### src/rtl/conv_engine.sv
// conv_engine: loads a 4x4 image of 4-bit pixels, then computes four 3x3
// (stride 1) and four 2x2 (stride 2) convolutions with one multiply-accumulate
// per cycle. Results are saturated to 8 bits and published atomically on done.
//
// Pixel handshake: a pixel transfers on a rising clk edge where
// pix_valid && pix_ready. pix_ready is high for the whole LOAD state and low
// elsewhere, so pix_valid outside LOAD has no effect. The source may drop
// pix_valid for any number of cycles.
module conv_engine #(
  parameter logic [35:0] K9 = 36'h111111111,
  parameter logic [15:0] K4 = 16'h1111
) (
  input  logic       clk,
  input  logic       reset,
  input  logic       start,
  input  logic       pix_valid,
  input  logic [3:0] pix_in,
  output logic       pix_ready,
  output logic       busy,
  output logic       done,
  output logic [7:0] c9_11,
  output logic [7:0] c9_12,
  output logic [7:0] c9_21,
  output logic [7:0] c9_22,
  output logic [7:0] c4_11,
  output logic [7:0] c4_12,
  output logic [7:0] c4_21,
  output logic [7:0] c4_22,
  output logic [1:0] dbg_state
);

  typedef enum logic [1:0] {
    IDLE = 2'd0,
    LOAD = 2'd1,
    CALC = 2'd2,
    DONE = 2'd3
  } state_t;

  state_t      state_q, state_d;
  logic [3:0]  pix_cnt_q, pix_cnt_d;
  logic [3:0]  img_q [16];
  logic [3:0]  img_d [16];
  logic [2:0]  res_q, res_d;      // result index: 0..3 are c9, 4..7 are c4
  logic [1:0]  ti_q, ti_d;        // kernel tap row
  logic [1:0]  tj_q, tj_d;        // kernel tap column
  logic [11:0] acc_q, acc_d;
  logic [7:0]  shd_q [8];
  logic [7:0]  shd_d [8];
  logic [7:0]  out_q [8];
  logic [7:0]  out_d [8];

  logic        accept;
  logic        is4;
  logic [1:0]  last_k;
  logic [1:0]  row_base, col_base;
  logic [1:0]  pix_row, pix_col;
  logic [3:0]  pix_idx;
  logic [3:0]  w9_idx;
  logic [1:0]  w4_idx;
  logic [3:0]  weight;
  logic [7:0]  product;
  logic        tap_first, tap_last;
  logic [11:0] acc_sum;
  logic [7:0]  acc_sat;

  // Tap addressing and the single multiply-accumulate of the current cycle
  always_comb begin
    accept    = (state_q == LOAD) && pix_valid;
    is4       = res_q[2];
    last_k    = is4 ? 2'd1 : 2'd2;
    row_base  = is4 ? {res_q[1], 1'b0} : {1'b0, res_q[1]};
    col_base  = is4 ? {res_q[0], 1'b0} : {1'b0, res_q[0]};
    pix_row   = row_base + ti_q;
    pix_col   = col_base + tj_q;
    pix_idx   = {pix_row, pix_col};
    w9_idx    = ({2'b00, ti_q} << 1) + {2'b00, ti_q} + {2'b00, tj_q};
    w4_idx    = {ti_q[0], tj_q[0]};
    weight    = is4 ? K4[{w4_idx, 2'b00} +: 4] : K9[{w9_idx, 2'b00} +: 4];
    product   = weight * img_q[pix_idx];
    tap_first = (ti_q == 2'd0) && (tj_q == 2'd0);
    tap_last  = (ti_q == last_k) && (tj_q == last_k);
    acc_sum   = (tap_first ? 12'd0 : acc_q) + {4'd0, product};
    acc_sat   = (|acc_sum[11:8]) ? 8'hFF : acc_sum[7:0];
  end

  // FSM state register
  always_ff @(posedge clk) begin
    if (reset) state_q <= IDLE;
    else       state_q <= state_d;
  end

  // FSM next-state logic
  always_comb begin
    state_d = state_q;
    case (state_q)
      IDLE: if (start) state_d = LOAD;
      LOAD: if (accept && (pix_cnt_q == 4'd15)) state_d = CALC;
      CALC: if (tap_last && (res_q == 3'd7)) state_d = DONE;
      DONE: state_d = IDLE;
      default: state_d = IDLE;
    endcase
  end

  // FSM outputs decoded from the current state
  always_comb begin
    pix_ready = (state_q == LOAD);
    busy      = (state_q != IDLE);
    done      = (state_q == DONE);
    dbg_state = state_q;
  end

  // Datapath next values: pixel capture, tap walk, accumulate, shadow and publish
  always_comb begin
    pix_cnt_d = pix_cnt_q;
    img_d     = img_q;
    res_d     = res_q;
    ti_d      = ti_q;
    tj_d      = tj_q;
    acc_d     = acc_q;
    shd_d     = shd_q;
    out_d     = out_q;
    if ((state_q == IDLE) && start) begin
      pix_cnt_d = 4'd0;
      res_d     = 3'd0;
      ti_d      = 2'd0;
      tj_d      = 2'd0;
    end
    if (accept) begin
      img_d[pix_cnt_q] = pix_in;
      pix_cnt_d        = pix_cnt_q + 4'd1;
    end
    if (state_q == CALC) begin
      acc_d = acc_sum;
      if (tj_q == last_k) begin
        tj_d = 2'd0;
        if (ti_q == last_k) begin
          ti_d         = 2'd0;
          shd_d[res_q] = acc_sat;
          res_d        = res_q + 3'd1;
        end else begin
          ti_d = ti_q + 2'd1;
        end
      end else begin
        tj_d = tj_q + 2'd1;
      end
    end
    // The last result lands in shd_d on the same edge, so publish from shd_d
    if ((state_q == CALC) && (state_d == DONE)) out_d = shd_d;
  end

  // Datapath registers
  always_ff @(posedge clk) begin
    if (reset) begin
      pix_cnt_q <= 4'd0;
      res_q     <= 3'd0;
      ti_q      <= 2'd0;
      tj_q      <= 2'd0;
      acc_q     <= 12'd0;
      for (int k = 0; k < 16; k++) img_q[k] <= 4'd0;
      for (int k = 0; k < 8; k++) begin
        shd_q[k] <= 8'd0;
        out_q[k] <= 8'd0;
      end
    end else begin
      pix_cnt_q <= pix_cnt_d;
      res_q     <= res_d;
      ti_q      <= ti_d;
      tj_q      <= tj_d;
      acc_q     <= acc_d;
      img_q     <= img_d;
      shd_q     <= shd_d;
      out_q     <= out_d;
    end
  end

  assign c9_11 = out_q[0];
  assign c9_12 = out_q[1];
  assign c9_21 = out_q[2];
  assign c9_22 = out_q[3];
  assign c4_11 = out_q[4];
  assign c4_12 = out_q[5];
  assign c4_21 = out_q[6];
  assign c4_22 = out_q[7];

endmodule

### config.mk
export PLATFORM = sky130hd
export DESIGN_NAME = conv_engine
export DESIGN_NICKNAME = d
export VERILOG_FILES = /design/src/rtl/conv_engine.sv
export SDC_FILE = /design/constraint.sdc
export NUM_CORES = 1
export LEC_CHECK = 0
export CAP_MARGIN = 30
export CORE_MARGIN = 10
export CORE_UTILIZATION = 50
export DETAILED_ROUTE_END_ITERATION = 16
export PLACE_DENSITY = 0.7
export SLEW_MARGIN = 20
export SYNTH_ARGS = -nofsm -noshare
export SYNTH_HDL_FRONTEND = slang
export SYNTH_SLANG_ARGS = --single-unit
### constraint.sdc
create_clock -name clk -period 7 [get_ports clk]
set_input_delay 1.4 -clock clk [delete_from_list [all_inputs] [get_ports clk]]
set_output_delay 1.4 -clock clk [all_outputs]
set_load 0.02 [all_outputs]
* After elaboration in Yosys (flattened, before gate mapping)
Cells that the tools add are included.
Widths: inputs -> output; s select.
** Word-level totals
- Bits in registers :: 217
- Bits in latches :: 0
- Memory bits (writable) :: 0
- ROM bits :: 0
- Output and inout bits :: 69
- Memories :: 0
** Cells by class
- Add/sub/neg operators :: 9
- $mul :: 1
- Divide/modulo/power cells :: 0
- Order comparisons :: 5
- Equality and inequality tests :: 8
- Shift operators :: 2
- Multiplexer cells :: 35
- Bitwise logic cells :: 3
- Reductions and logical operators :: 16
** Operators with widths (count)
- $mux 64 :: 3
- $bwmux 64 :: 2
- $shiftx 36x7->4 const A :: 1
- $mux 2 :: 13
- $demux 8 s3 :: 1
- $mux 4 :: 6
- $bmux 4 s4 :: 1
- $demux 4 s4 :: 1
- $mux 8 :: 2
- $shiftx 16x5->4 const A :: 1
- $add 12x8->12 :: 1
- $mux 12 :: 1
- $mux 3 :: 4
- $ge 5x5->1 const B :: 2
- $not 4->5 :: 2
- $logic_and 1x1->1 :: 9
- $mul 4x4->8 :: 1
- $pmux 2 s4 :: 1
- $eq 2x2->1 const B :: 3
- $logic_not 2->1 :: 3
- $reduce_bool 2->1 :: 3
- $lt 5x1->1 const B :: 1
- $add 2x1->2 const B :: 2
- $add 2x2->2 :: 2
- 12 further kinds :: 13

* Longest topological paths before layout
- Depth in word-level cells :: 14
- Gate-level depth with buffers :: 22

* Worst setup path before layout
No wires, ideal clock.
- Path type :: register -> register
- Start point :: register res_q[2]
- End point :: register out_q, in the netlist c4_11[7]
- Setup time :: 0.114 ns
- Arrival :: 4.776 ns
- Data required time :: 6.886 ns
- Slack :: 2.110 ns
- Cell stages (with the launch flop) :: 20
- Buffers on the path :: 3
- Period minus slack after synthesis :: 4.890 ns
- Path through :: dfxtp_1 > buf_1 > nor2b_1 > ha_1 > xnor2_1 > xnor2_2 > buf_4 > mux4_2 > a22oi_1 > nand2_1 > ha_1 > ha_1 > fa_1 > nand3_2 > a21oi_1 > mux2i_1 > o21a_1 > buf_6 > or3_4 > a21bo_1
** On the way
- Cells in the longest elaborated chain, start to end :: 14
- Elaborated cells on any way between the ends :: 33
- Those cells by class :: add/sub (3); mul (1); order compare (2); eq/ne (4); mux (16); bitwise (2); reduce/logical (5)
** RTL lines
- start, declared :: line 43 : logic [2:0] res_q, res_d;
- start signal, assigned :: line 166 : res_q <= res_d;
- $mux 2, on equally long branches :: line 72, 71
- $add 2x2->2, on equally long branches :: line 74, 73
- $not 4->5 (not written as such) :: line 79 : product = weight * img_q[pix_idx];
- $bmux 4 s4 :: line 79
- $mux 4 (not written as such) (2 in series) :: line 79
- $mul 4x4->8 :: line 79
- $add 12x8->12 :: line 82 : acc_sum = (tap_first ? 12'd0 : acc_q) + {4'd0, product};
- $reduce_or 4->1 :: line 83 : acc_sat = (|acc_sum[11:8]) ? 8'hFF : acc_sum[7:0];
- $mux 8 :: line 83
- $bwmux 64 :: line 138 : shd_d[res_q] = acc_sat;
- $mux 64 :: line 136 : if (ti_q == last_k) begin
- $mux 64 :: line 134 : if (tj_q == last_k) begin
- $mux 64 :: line 132 : if (state_q == CALC) begin
- end signal, assigned :: line 172 : out_q <= out_d;
- end, declared :: line 49 : logic [7:0] out_q [8];
Several ways; a longest one is shown, not always the timed one. The select of a mux whose other input is x is not followed.
A chain may end at the register's enable or synchronous reset.

* Worst setup path after layout
- Start point :: register ti_q[1]
- End point :: register out_q, in the netlist c9_21[2]
** On the way
- Cells in the longest elaborated chain, start to end :: 13
- Elaborated cells on any way between the ends :: 27
- Those cells by class :: add/sub (4); mul (1); eq/ne (2); shift (1); mux (12); bitwise (1); reduce/logical (6)
** RTL lines
- start, declared :: line 44 : logic [1:0] ti_q, ti_d;
- start signal, assigned :: line 167 : ti_q <= ti_d;
- branches (longest 13 deep; another with $add 12x8->12)
Parallel ways; which one is timed is not known. The select of a mux whose other input is x is not followed.

==> run metrics <==
outcome complete, no violations; CTS Sinks 217; initial antenna violation count 0; # rows 51; Detail Route Antenna Nets 0; Worst Setup SP ti_q[1]; Worst Setup End Kind flop; YS warnings 0; hold_buf cts 0; Post-Synthesis Cells 1076; worst hold margin approximately 460 ps; final design utilization 0.592; vias post-DR 8168; CP max-delay cell nor3_2; CP Launch Type flop; Max-Slew Margin vs Limit 0.310; Seq/Total Area, Yosys 0.441; Worst R2R Start ti_q[1]; CP Data Required Time roughly 7400 ps; DIE HEIGHT 160 um; CTS tree yes; leakage 4.55 nW; fin nets 1135; I/O pins a little under 80; GRT Overall Usage 0.192; Die Area 25700 um^2; GRT overflow 0; Tot Pwr 2.59 mW; Mapped Avg Cell Area 9.15 um^2; Final setup viols 0; worst-path fanout max 22; overall routed net length 25800 um; RSZ-0062 raised after global routing no; # port buffers 76; Max IR drop VDD 0.215 mV; EDFF count, synth 0; Area contributors post-synth dfxtp_1, nor2_1, mux2i_1; cell taking the most area after synthesis dfxtp_1; Die W roughly 160 um; WL per Instance between 15 and 20 um; most common cell after layout, fill and taps aside dfxtp_1; Clock Tree Buf Depth 3; Gates resized, CTS repair 0; commonest non-fill, non-tap cells in the layout dfxtp_1, nor2_1, clkdlybuf4s50_1, a21oi_1, and3_1; vias in the first global route 7660; fin crit period 5910 ps; synth unique cells 61; Max Slew Vio Count 0; CP peak stage delay 880 ps; Setup Buffers After CTS 0; clk_lat worst skew 520 ps; largest net degree at the start of global routing between 100 and 150; Routability Congestion 0.847; clk slew on worst S/H paths 60 ps; total iterations of the first detailed-routing run 5; Max-Cap Viols 0; hold_sp acc_q[2]; Max Freq 0.169 GHz; CTS Buf Count 23; core area 19400 um^2; Worst EP arrival 6280 ps; DRC Markers 0; WS Path Type reg2reg; Layout area overhead 16.6%; Syn Nets 1107; DRT iter0 DRCs 608; Hold WC Path Type reg2reg; Root Buffer clkbuf_16; PD cells between 200 and 250 nW/um^2; Vias/cell 5.89; layout cells sized above 1 0.0937; first-pass GRT wire length 41700 um; final hold vios 0; share of the synthesized area in the top cell type 0.441; skew final 14.8 ps; worst-margin pin slew 1030 ps; Starting Density 0.508; H-tree Lvls 1; CP Cell Sequence inv_1 -> fa_1 -> inv_1 -> ha_1 -> fa_1 -> o311a_1 -> nand2b_1 -> nor2_1 -> a22oi_1 -> nand2_1 -> ha_1 -> ha_1 -> fa_1 -> nand3_2 -> a21oi_1 -> mux2i_1 -> o21a_1 -> nor3_2 -> o21ai_0; Synth Flop Type dfxtp_1; Yosys reg bits 217; Post-Syn Area 9850 um^2; async set-or-reset flop fraction in the synthesized netlist 0; Antenna Cells 0; placed wire-length estimate about 17000 um; period utilization 0.845; setup TNS 0 ps
==> logic make-up (layout without fill, tap and decap cells) <==
logic type,Yosys count,in the layout,share of synthesized area
AOI/OAI and AO/OA,305,305,0.208
xor gates and xnor gates,9,9,0.00876
adders and majority gates,23,23,0.0315
buffers and inverters,107,152,0.0464
DFF,217,217,0.441
muxes,58,58,0.0793
and+or+nand+nor,357,357,0.185
==> layout make-up <==
class	instances	area, um^2
flip-flops and latches	217	4340
inverters	17	65.1
repair buffers	93	886
multi-input cells	752	5060
fillers	1723	7920
well taps	265	332
clock buffers	32	659
clock inverters	10	139
==> Yosys cell counts, types with 13 or more instances <==
master / number
nand3_1: 22
nand2_1: 60
and3_1: 62
o41ai_1: 22
nor2_1: 129
nor3_1: 25
buf_2: 22
mux2i_1: 42
ha_1: 20
clkbuf_1: 60
a21oi_1: 67
dfxtp_1: 217
mux4_2: 16
a31oi_1: 58
a211oi_1: 29
a21bo_1: 28
a22oi_1: 13
o21ai_0: 59
inv_1: 17
==> routing by layer <==
layer  GRT usage  vias up  part of all wire
met5           0        -                 0
met4      0.0505        0             0.020
met3      0.0337       39             0.053
met2       0.309      212              0.46
met1       0.261     3939              0.47
li1            -     3978                 -
==> final timing paths <==
kind / to / slack, ps / cells past startpoint
worst max-delay path: c9_21[2] / 1090 / 19
worst min-delay path: acc_q[2] / 460 / 2
worst max register to register: c9_21[2] / 1090 / 19
worst min register to register: acc_q[2] / 460 / 2
==> critical path, delay by kind of cell, from the launching register on <==
kind	cells	cell delay (ps)
AOI/OAI and AO/OA	5	1260
DFF	1	500
and+or+nand+nor	5	1560
buffers and inverters	2	180
adders and majority gates	6	2090
muxes	1	150
==> per-stage QoR <==
step,setup slack (ps),instance area (um^2),std cells
2_1_floorplan,2110,9850,1076
3_3_place_gp,1160,10700,1341
3_5_place_dp,1140,10700,1342
4_1_cts,1070,11500,1384
5_1_grt,579,11500,1386
6_report,1090,11500,1386
==> flip-flops by register name, indices dropped and copies added, names as in the netlist <==
register / cells
img_q: 64
c9_11: 8
c4_22: 8
c9_22: 8
ti_q: 2
res_q: 3
pix_cnt_q: 4
shd_q: 64
c4_21: 8
tj_q: 2
c9_12: 8
c4_12: 8
c4_11: 8
c9_21: 8
acc_q: 12
dbg_state: 2
==> power by group <==
group / total (mW) / switching (mW) / internal (mW)
combinational: 0.0694 / 0.0528 / 0.0167
clock: 1.28 / 0.505 / 0.772
sequential: 1.24 / 0.00212 / 1.24
(Power assumes the default switching activity.)
